`src/rtl/user_mgr_arbiter_pkg.sv`:
```
// ---------------------------------------------------------------------------
// user_mgr_arbiter_pkg
// Purpose : shared constants and OBI manager-port types for the user manager
//           arbiter and its index FIFO.
// Contents: UserMgrArbNumReq / UserMgrArbMaxTrans defaults, OBI A-phase and
//           R-phase structs, arbiter lock state enum.
// ---------------------------------------------------------------------------
package user_mgr_arbiter_pkg;

    localparam int unsigned UserMgrArbNumReq   = 2;
    localparam int unsigned UserMgrArbMaxTrans = 2;

    localparam int unsigned ObiAddrWidth = 32;
    localparam int unsigned ObiDataWidth = 32;
    localparam int unsigned ObiIdWidth   = 3;

    typedef struct packed {
        logic [ObiAddrWidth-1:0]   addr;
        logic                      we;
        logic [ObiDataWidth/8-1:0] be;
        logic [ObiDataWidth-1:0]   wdata;
        logic [ObiIdWidth-1:0]     aid;
    } mgr_obi_a_chan_t;

    typedef struct packed {
        mgr_obi_a_chan_t a;
        logic            req;
    } mgr_obi_req_t;

    typedef struct packed {
        logic [ObiDataWidth-1:0] rdata;
        logic                    err;
        logic [ObiIdWidth-1:0]   rid;
    } mgr_obi_r_chan_t;

    typedef struct packed {
        logic            gnt;
        logic            rvalid;
        mgr_obi_r_chan_t r;
    } mgr_obi_rsp_t;

    typedef enum logic {
        ArbIdle   = 1'b0,
        ArbLocked = 1'b1
    } arb_state_e;

endpackage

```
`src/rtl/user_mgr_arb_fifo.sv`:
```
// ---------------------------------------------------------------------------
// user_mgr_arb_fifo
// Purpose : in-order FIFO of granted requester indices, one entry per
//           outstanding transaction on the shared manager port.
// Ports   : i_clk, i_rst (async, active-high)
//           i_push / i_data : store the index of a just-accepted handshake
//           i_pop           : drop the head when its response arrives
//           o_head          : index owning the oldest outstanding transaction
//           o_count         : number of outstanding transactions
// ---------------------------------------------------------------------------
module user_mgr_arb_fifo #(
    parameter int unsigned Width = 1,
    parameter int unsigned Depth = 2
) (
    input  logic                       i_clk,
    input  logic                       i_rst,
    input  logic                       i_push,
    input  logic [Width-1:0]           i_data,
    input  logic                       i_pop,
    output logic [Width-1:0]           o_head,
    output logic [$clog2(Depth+1)-1:0] o_count
);

    localparam int unsigned PtrW = (Depth > 1) ? $clog2(Depth) : 1;
    localparam int unsigned CntW = $clog2(Depth + 1);

    logic [Width-1:0] r_mem [Depth];
    logic [PtrW-1:0]  r_wptr;
    logic [PtrW-1:0]  r_rptr;
    logic [CntW-1:0]  r_count;

    // Depth need not be a power of two, so wrap explicitly.
    function automatic logic [PtrW-1:0] ptr_inc(input logic [PtrW-1:0] p);
        return (p == PtrW'(Depth - 1)) ? '0 : p + 1'b1;
    endfunction

    // The arbiter never pushes while full and never pops while empty.
    always_ff @(posedge i_clk or posedge i_rst) begin
        if (i_rst) begin
            r_wptr  <= '0;
            r_rptr  <= '0;
            r_count <= '0;
        end else begin
            if (i_push) r_wptr <= ptr_inc(r_wptr);
            if (i_pop)  r_rptr <= ptr_inc(r_rptr);
            if (i_push && !i_pop) begin
                r_count <= r_count + 1'b1;
            end else if (i_pop && !i_push) begin
                r_count <= r_count - 1'b1;
            end
        end
    end

    always_ff @(posedge i_clk) begin
        if (i_push) r_mem[r_wptr] <= i_data;
    end

    assign o_head  = r_mem[r_rptr];
    assign o_count = r_count;

endmodule

```
`src/rtl/user_mgr_arbiter.sv`:
```
// ---------------------------------------------------------------------------
// user_mgr_arbiter
// Purpose : round-robin arbiter sharing one OBI manager port between NumReq
//           requesters, with A-phase lock while a request waits for gnt and
//           in-order response routing through an index FIFO.
// Ports   : clk_i, rst_i (async, active-high)
//           req_i / rsp_o         : per-requester OBI A-phase in, gnt/R out
//           mgr_req_o / mgr_rsp_i : shared OBI port towards the subordinate
//           busy_o                : outstanding transaction or request active
//           spurious_o            : pulse on rvalid with nothing outstanding
//
// state     | meaning
// ArbIdle   | free round-robin selection from the pointer
// ArbLocked | request presented without gnt; selection held on r_lock_idx
// ---------------------------------------------------------------------------
module user_mgr_arbiter
    import user_mgr_arbiter_pkg::*;
#(
    parameter int unsigned NumReq   = UserMgrArbNumReq,
    parameter int unsigned MaxTrans = UserMgrArbMaxTrans
) (
    input  logic         clk_i,
    input  logic         rst_i,
    input  mgr_obi_req_t req_i [NumReq],
    output mgr_obi_rsp_t rsp_o [NumReq],
    output mgr_obi_req_t mgr_req_o,
    input  mgr_obi_rsp_t mgr_rsp_i,
    output logic         busy_o,
    output logic         spurious_o
);

    localparam int unsigned SelW = $clog2(NumReq);
    localparam int unsigned CntW = $clog2(MaxTrans + 1);

    arb_state_e      r_state;
    arb_state_e      w_state_next;
    logic [SelW-1:0] r_ptr;
    logic [SelW-1:0] r_lock_idx;

    logic [NumReq-1:0] w_req_vec;
    logic [SelW-1:0]   w_sel;
    logic [SelW-1:0]   w_head;
    logic [CntW-1:0]   w_count;
    logic              w_full;
    logic              w_mgr_req;
    logic              w_push;
    logic              w_pop;

    // Lowest requesting index at or above ptr, wrapping; ptr if none request.
    function automatic logic [SelW-1:0] rr_pick(input logic [NumReq-1:0] reqs,
                                                 input logic [SelW-1:0]   ptr);
        logic [SelW-1:0] pick;
        logic            found;
        int              j;
        pick  = ptr;
        found = 1'b0;
        for (int k = 0; k < NumReq; k++) begin
            j = (int'(ptr) + k) % NumReq;
            if (!found && reqs[j]) begin
                pick  = SelW'(j);
                found = 1'b1;
            end
        end
        return pick;
    endfunction

    always_comb begin
        w_req_vec = '0;
        for (int i = 0; i < NumReq; i++) begin
            w_req_vec[i] = req_i[i].req;
        end
    end

    // During reset the A-phase mirrors requester 0 with req suppressed.
    always_comb begin
        if (rst_i) begin
            w_sel = '0;
        end else if (r_state == ArbLocked) begin
            w_sel = r_lock_idx;
        end else begin
            w_sel = rr_pick(w_req_vec, r_ptr);
        end
    end

    // Full is judged on the registered count, so a same-cycle pop cannot
    // free a slot for a grant until the next cycle.
    assign w_full    = (w_count == CntW'(MaxTrans));
    assign w_mgr_req = !rst_i && req_i[w_sel].req && !w_full;
    assign w_push    = w_mgr_req && mgr_rsp_i.gnt;
    assign w_pop     = mgr_rsp_i.rvalid && (w_count != '0);

    always_comb begin
        w_state_next = ArbIdle;
        if (w_mgr_req && !mgr_rsp_i.gnt) begin
            w_state_next = ArbLocked;
        end
    end

    always_ff @(posedge clk_i or posedge rst_i) begin
        if (rst_i) begin
            r_state    <= ArbIdle;
            r_lock_idx <= '0;
            r_ptr      <= '0;
        end else begin
            r_state <= w_state_next;
            if (w_state_next == ArbLocked) begin
                r_lock_idx <= w_sel;
            end
            if (w_push) begin
                r_ptr <= (w_sel == SelW'(NumReq - 1)) ? '0 : w_sel + 1'b1;
            end
        end
    end

    user_mgr_arb_fifo #(
        .Width (SelW),
        .Depth (MaxTrans)
    ) u_fifo (
        .i_clk   (clk_i),
        .i_rst   (rst_i),
        .i_push  (w_push),
        .i_data  (w_sel),
        .i_pop   (w_pop),
        .o_head  (w_head),
        .o_count (w_count)
    );

    always_comb begin
        mgr_req_o.a   = req_i[w_sel].a;
        mgr_req_o.req = w_mgr_req;
    end

    always_comb begin
        for (int i = 0; i < NumReq; i++) begin
            rsp_o[i].gnt    = w_push && (w_sel == SelW'(i));
            rsp_o[i].rvalid = w_pop && (w_head == SelW'(i));
            rsp_o[i].r      = mgr_rsp_i.r;
        end
    end

    assign busy_o     = (w_count != '0) || w_mgr_req;
    assign spurious_o = !rst_i && mgr_rsp_i.rvalid && (w_count == '0);

endmodule

```
`config.mk`:
```
export PLATFORM = sky130hd
export DESIGN_NAME = user_mgr_arbiter
export DESIGN_NICKNAME = d
export VERILOG_FILES = /design/src/rtl/user_mgr_arbiter_pkg.sv /design/src/rtl/user_mgr_arb_fifo.sv /design/src/rtl/user_mgr_arbiter.sv
export SDC_FILE = /design/constraint.sdc
export NUM_CORES = 1
export LEC_CHECK = 0
export CORE_AREA = 5 5 126 128
export CTS_CLUSTER_DIAMETER = 30
export CTS_CLUSTER_SIZE = 16
export DETAILED_ROUTE_END_ITERATION = 10
export DIE_AREA = 0 0 131 133
export MAX_ROUTING_LAYER = met4
export PLACE_DENSITY = 0.65
export SLEW_MARGIN = 20
export SYNTH_ARGS = -nofsm -noshare
export SYNTH_HDL_FRONTEND = slang
export SYNTH_SLANG_ARGS = --single-unit
```
`constraint.sdc`:
```
create_clock -name clk_i -period 6.2 [get_ports clk_i]
set_clock_uncertainty 0.2 [all_clocks]
set_input_delay 0.62 -clock clk_i [delete_from_list [all_inputs] [get_ports clk_i]]
set_output_delay 0.62 -clock clk_i [all_outputs]
set_load 0.05 [all_outputs]
```
==> results of run 1 <==
## cell type report
class / count / area share [%]
multi-input combinational: 110 / 27.5
antenna: 1 / 0.0635
tap: 188 / 5.97
clock buffer: 4 / 2.00
sequential: 9 / 5.97
timing repair buffer: 230 / 58.3
inverter: 2 / 0.190
## power by group
part,switching (W),total [W],internal (W)
Combinational,0.000342,0.000607,0.000265
Clock,0.0000281,0.000114,0.0000860
Sequential,0.0000192,0.0000993,0.0000801
## metrics by stage
stage	cells	util [%]	hold slack (ns)
final	544	26.7	0.285
after detailed placement	539	26.2	0.275
after CTS	543	26.7	0.283
after floorplan	203	-	0.255
after global routing	543	26.7	0.325
after global placement	539	26.2	0.270
## final timing paths
path	slack, ns	endpoint	from
max reg2reg	4.04	u_fifo.o_count[1]	u_fifo.o_count[1]
min	0.29	u_fifo.r_wptr	u_fifo.r_wptr
max	2.16	mgr_req_o[72]	req_i[73]
max in group asynchronous	4.87	u_fifo.r_rptr	rst_i
min reg2reg	0.29	u_fifo.r_wptr	u_fifo.r_wptr
min in group asynchronous	0.69	r_lock_idx	rst_i
## worst max-delay path, stage by stage
cell	delay, ns
clkdlybuf4s50_1	0.50
o21bai_1	0.24
a221oi_4	0.25
buf_4	0.45
mux2_2	0.42
clkdlybuf4s50_1	0.70
## cells in the final DEF (no fill, tap or decap)
cell type,n
xnor2_1,2
clkbuf_1,1
mux2_1,25
ha_1,1
nor2_1,4
xor2_1,3
nor3b_1,1
a22o_1,1
inv_1,2
clkbuf_16,3
mux2i_1,1
and2_1,1
buf_4,2
diode_2,1
o21bai_1,1
o21ai_0,2
o2bb2ai_1,1
nor3_1,2
dfrtp_1,7
a221oi_4,1
o211ai_1,1
nand4bb_1,1
nand2_1,3
nor2b_1,4
mux2_2,47
a21oi_1,2
and3_1,2
clkdlybuf4s50_1,228
and2b_1,1
or3b_1,1
a21o_1,1
edfxtp_1,2
nor4_1,1
## state kept, by name, summed over array words and instances (netlist names)
name and cells:
r_ptr 1, r_state 1, u_fifo.o_count 2, u_fifo.r_rptr 1
r_lock_idx 1, u_fifo.r_mem 2, u_fifo.r_wptr 1
## cell families after synthesis
kind of cell / after synthesis / synth area share, %
adder cells (fa/ha/maj): 1 / 0.648
XOR/XNOR: 5 / 2.27
flip-flops: 9 / 12.2
AO/OA/AOI/OAI: 10 / 3.89
buffers and inverters: 84 / 32.2
multiplexers: 73 / 42.5
AND/OR/NAND/NOR: 21 / 6.29
## layer usage
metal	part of all wire, %	vias up	global-route usage (%)
li1	-	933	-
met1	37	911	10.3
met2	52	158	18.2
met3	10	4	4.08
met4	0.76	0	2.06
met5	0	-	-
==> results.toml, run 1 <==
[route]
drtPass1Iterations = 3
avgViaCountPerCell = 3.69
wl_per_cell_um = 17.1
drt_iter0_drc = 61
drc = 0
vias = 2006
totalWireLength_um = 9300
ant_nets = 0

[synthesis]
yosys.cell_count.top_type = "buf_4"
synth_warnings = 0
netlist_area_um2 = 1930
yosys.area.top_type = "buf_4"
synth_common_cells = "buf_4 (74), mux2_2 (47), mux2_1 (25), dfrtp_1 (7)"
ys_seq_area_share_pct = 12.2
async_flop_share_pct = 77.8
syn-num-nets = 390
synth.distinct_cells = 32
synth_edf_count = 2
synth.area.top_cells = "buf_4 (29%), mux2_2 (27%), mux2_1 (15%)"
syn_inst = 203
avgSynthCellArea_um2 = 9.50
synth-main-ff-cell = "dfrtp_1"
synth_top_cell_area_share_pct = 28.8
ys_seq_elements = 9

[placement]
place_congestion = 0.854
numPortBuffers = 228
dp_slack_ns = 2.13
dpl_cell_area_um2 = 3860
hpwl_um = 8280

[cts]
clk_path_buf_depth = 2
insertion_delay_ns = 0.23
htree_levels = 1
cts_tree = "yes"
cts.sinks = 9
cts_made_buffers = 3
clk_pin_slew_ns = 0.04
root_buffer = "clkbuf_16"
cts-resized-gates = 0
cts_setup_buffers = 0
cts-hold-fix-buffers = 0

[min_path]
min_path_type = "flop to flop"
hold_depth = 1

[critical_path]
cp-end-kind = "primary output"
crit_type = "primary input to primary output"
start_kind = "primary input"
r2r_cells = 7
critPathArrivalTime_ns = 3.22
required_ns = 5.38
crit_fanout = 37

[sta]
setup_ws_ns = 2.16
rsz0062_at_grt = "no"
maxSlewHeadroom_pct = 64.3
setup_viol = 0
worst_pin_slew_ns = 0.530
final_max_slew_viol_count = 0
final.setup.tns_ns = 0
max_clock_freq_mhz = 247
final-hold-violation-count = 0
min_period_over_period_pct = 65.2
period_needed_ns = 4.04

[power_and_ir_drop]
ir_drop_uv = 81.3
leakage_nw = 1.44
power_density_nw_per_um2 = 208
totalPowerFinal_w = 0.000821

[floorplanning]
die_w_um = 131
num_rows = 45
ios = 337
design.core.area_um2 = 14800
die-area_um2 = 17400
initial_core_util_pct = 13.1
die_y_um = 133

[cells_and_area]
multi_input_comb_area_um2 = 1080
stdcell_area_um2 = 3940
seq_area_um2 = 235
fin_nets = 543
nFillCells = 1589
area_growth_pct = 104
drive_above_1_share_pct = 14.9

[run]
cap_violations = 0

[grt]
grt_pass1_wl_um = 13200
grt_pass1_vias = 2363
overflow = 0
globalRouteTotalUtil_pct = 10.1
antenna_found_initial = 0
grt_max_degree = 42

[outcome]
status = "finished clean"
No activity file was read; power rests on OpenSTA's default activity.
==> inputs of run 2 (changes only) <==
Settings changed: CORE_AREA 5 5 126 128 to 5 5 127 129, DIE_AREA 0 0 131 133 to 0 0 132 134, PLACE_DENSITY 0.65 to 0.66.
Clock period 6.2 ns to 3.5 ns, I/O delays scaled along.
==> run 2 against run 1 <==
  * Clock power grew 77%
  * Global-route usage decreased by 1.5 points
  * Clock-buffer cell count stayed put
  * First-iteration DRC count rose by 74%
  * Sequential share of layout area is 0.22 points higher
  * Final cell count unchanged
  * Die area is 1.5% higher
  * Utilization decreased by 1.2 points
  * Worst setup slack got worse by 1.7 ns
  * Register-to-register slack worse by 2.7 ns
  * Critical path depth is 1 lower
  * Sequential power grew 76%
==> results.toml, run 2 (synthesis gave the netlist of run 1 again) <==
[outcome]
status = "finished clean"

[route]
avgViaCountPerCell = 3.67
wl_per_cell_um = 15.3
vias = 1999
drtPass1Iterations = 4
wl_met3_um = 738
routed.top_layer = "met4"
dr_wl_met2_um = 4120
totalWireLength_um = 8340
ant_nets = 0
wl_met1_um = 3280
drc = 0
drt_iter0_drc = 106

[critical_path]
r2r-start = "r_state"
r2r_setup_slack_ns = 1.32
critPathMaxStageDelay_ns = 0.83
critPathArrivalTime_ns = 2.51
crit_path_frequent_cell = "clkdlybuf4s50_1"
crit_type = "primary input to primary output"
startpoint = "rst_i"
required_ns = 2.95
path_cells = "clkdlybuf4s50_1 > nor3b_1 > nand2_1 > nor2_1 > clkdlybuf4s50_1"
cp-end-kind = "primary output"
r2r_cells = 7
crit_fanout = 9
worst-path-stages = 5
critPathTopFamily = "buffers and inverters"
reg2reg_to = "u_fifo.o_count[1]"
timing.critical_path.to = "rsp_o[75]"
start_kind = "primary input"
worst-path-buf-inv = 2
cp_slowest_cell = "clkdlybuf4s50_1"

[cells_and_area]
diodes = 0
final_common_cell = "clkdlybuf4s50_1"
final_cell_mix = "clkdlybuf4s50_1 (155), buf_4 (73), mux2_2 (47), mux2_1 (25), dfrtp_1 (7)"
fin_nets = 544
drive_above_1_share_pct = 35.7
area_growth_pct = 97.0

[cts]
cts_tree = "yes"
cts-hold-fix-buffers = 0
root_buffer = "clkbuf_16"
cts.sinks = 9
cts_made_buffers = 3
cts_setup_buffers = 0
htree_levels = 1
clk_pin_slew_ns = 0.04
clk_path_buf_depth = 2
cts-resized-gates = 0
insertion_delay_ns = 0.23

[sta]
final_max_slew_viol_count = 0
setup_viol = 0
rsz0062_at_grt = "no"
worst_pin_slew_ns = 0.520
maxSlewHeadroom_pct = 65.3
period_needed_ns = 3.06
max_clock_freq_mhz = 327
min_period_over_period_pct = 87.4
whs_ns = 0.289
final-hold-violation-count = 0
final.setup.tns_ns = 0

[floorplanning]
initial_core_util_pct = 12.9
design.core.area_um2 = 14900
die_y_um = 134
die-area_um2 = 17700
num_rows = 45
ios = 337
die_w_um = 132

[grt]
grt_pass1_wl_um = 12200
overflow = 0
grt_max_degree = 42
grt_pass1_vias = 2147
antenna_found_initial = 0
globalRouteTotalUtil_pct = 8.67

[power_and_ir_drop]
ir_drop_uv = 146
power_density_nw_per_um2 = 375
leakage_nw = 1.52

[placement]
place_congestion = 0.824
numPortBuffers = 228
hpwl_um = 7410

[min_path]
min_path_type = "flop to flop"

[run]
cap_violations = 0
==> run 2: changes by cell type in the layout (fill, tap and decap cells not counted), sizes merged <==
cell / before / now
buf: 2 / 76
clkdlybuf4s50: 228 / 155
diode: 1 / 0
==> run 2: how the worst min path moves through the flow <==
stage | endpoint | startpoint | cells after the start | slack (ns)
2_1_floorplan | r_lock_idx | rst_i | 2 | 0.16
3_3_place_gp | u_fifo.r_wptr | u_fifo.r_wptr | 1 | 0.27
3_5_place_dp | u_fifo.r_wptr | u_fifo.r_wptr | 1 | 0.28
4_1_cts | u_fifo.r_wptr | u_fifo.r_wptr | 1 | 0.29
5_1_grt | u_fifo.r_wptr | u_fifo.r_wptr | 1 | 0.31
6_report | u_fifo.r_wptr | u_fifo.r_wptr | 1 | 0.29
==> run 2: per-stage QoR <==
stage	instances	cell area [um^2]	utilization (%)	total power, W	setup slack, ns
detailed placement	540	3720	24.9	0.00123	0.458
floorplan	203	1930	-	0.00104	0.967
finish	544	3800	25.5	0.00143	0.443
CTS	544	3800	25.5	0.00144	0.438
global route	544	3800	25.5	0.00149	0.284
global placement	540	3720	24.9	0.00122	0.500
==> run 2: cell type report <==
cell class / count / area [um^2]
tap: 188 / 235
fill: 1535 / 11100
multi-input combinational: 110 / 1080
clock buffer: 4 / 78.8
sequential: 9 / 235
timing repair buffer: 231 / 2160
inverter: 2 / 7.51
==> run 2: per-layer routing <==
metal / global-route usage, % / vias up
li1: - / 937
met1: 10.2 / 882
met2: 14.5 / 145
met3: 2.44 / 35
met4: 2.46 / 0
met5: - / -
==> run 2: report_power, final <==
part           total [W]  switching [W]  internal, W
Clock           0.000202      0.0000496     0.000152
Sequential      0.000175      0.0000333     0.000142
Combinational    0.00105       0.000605     0.000444
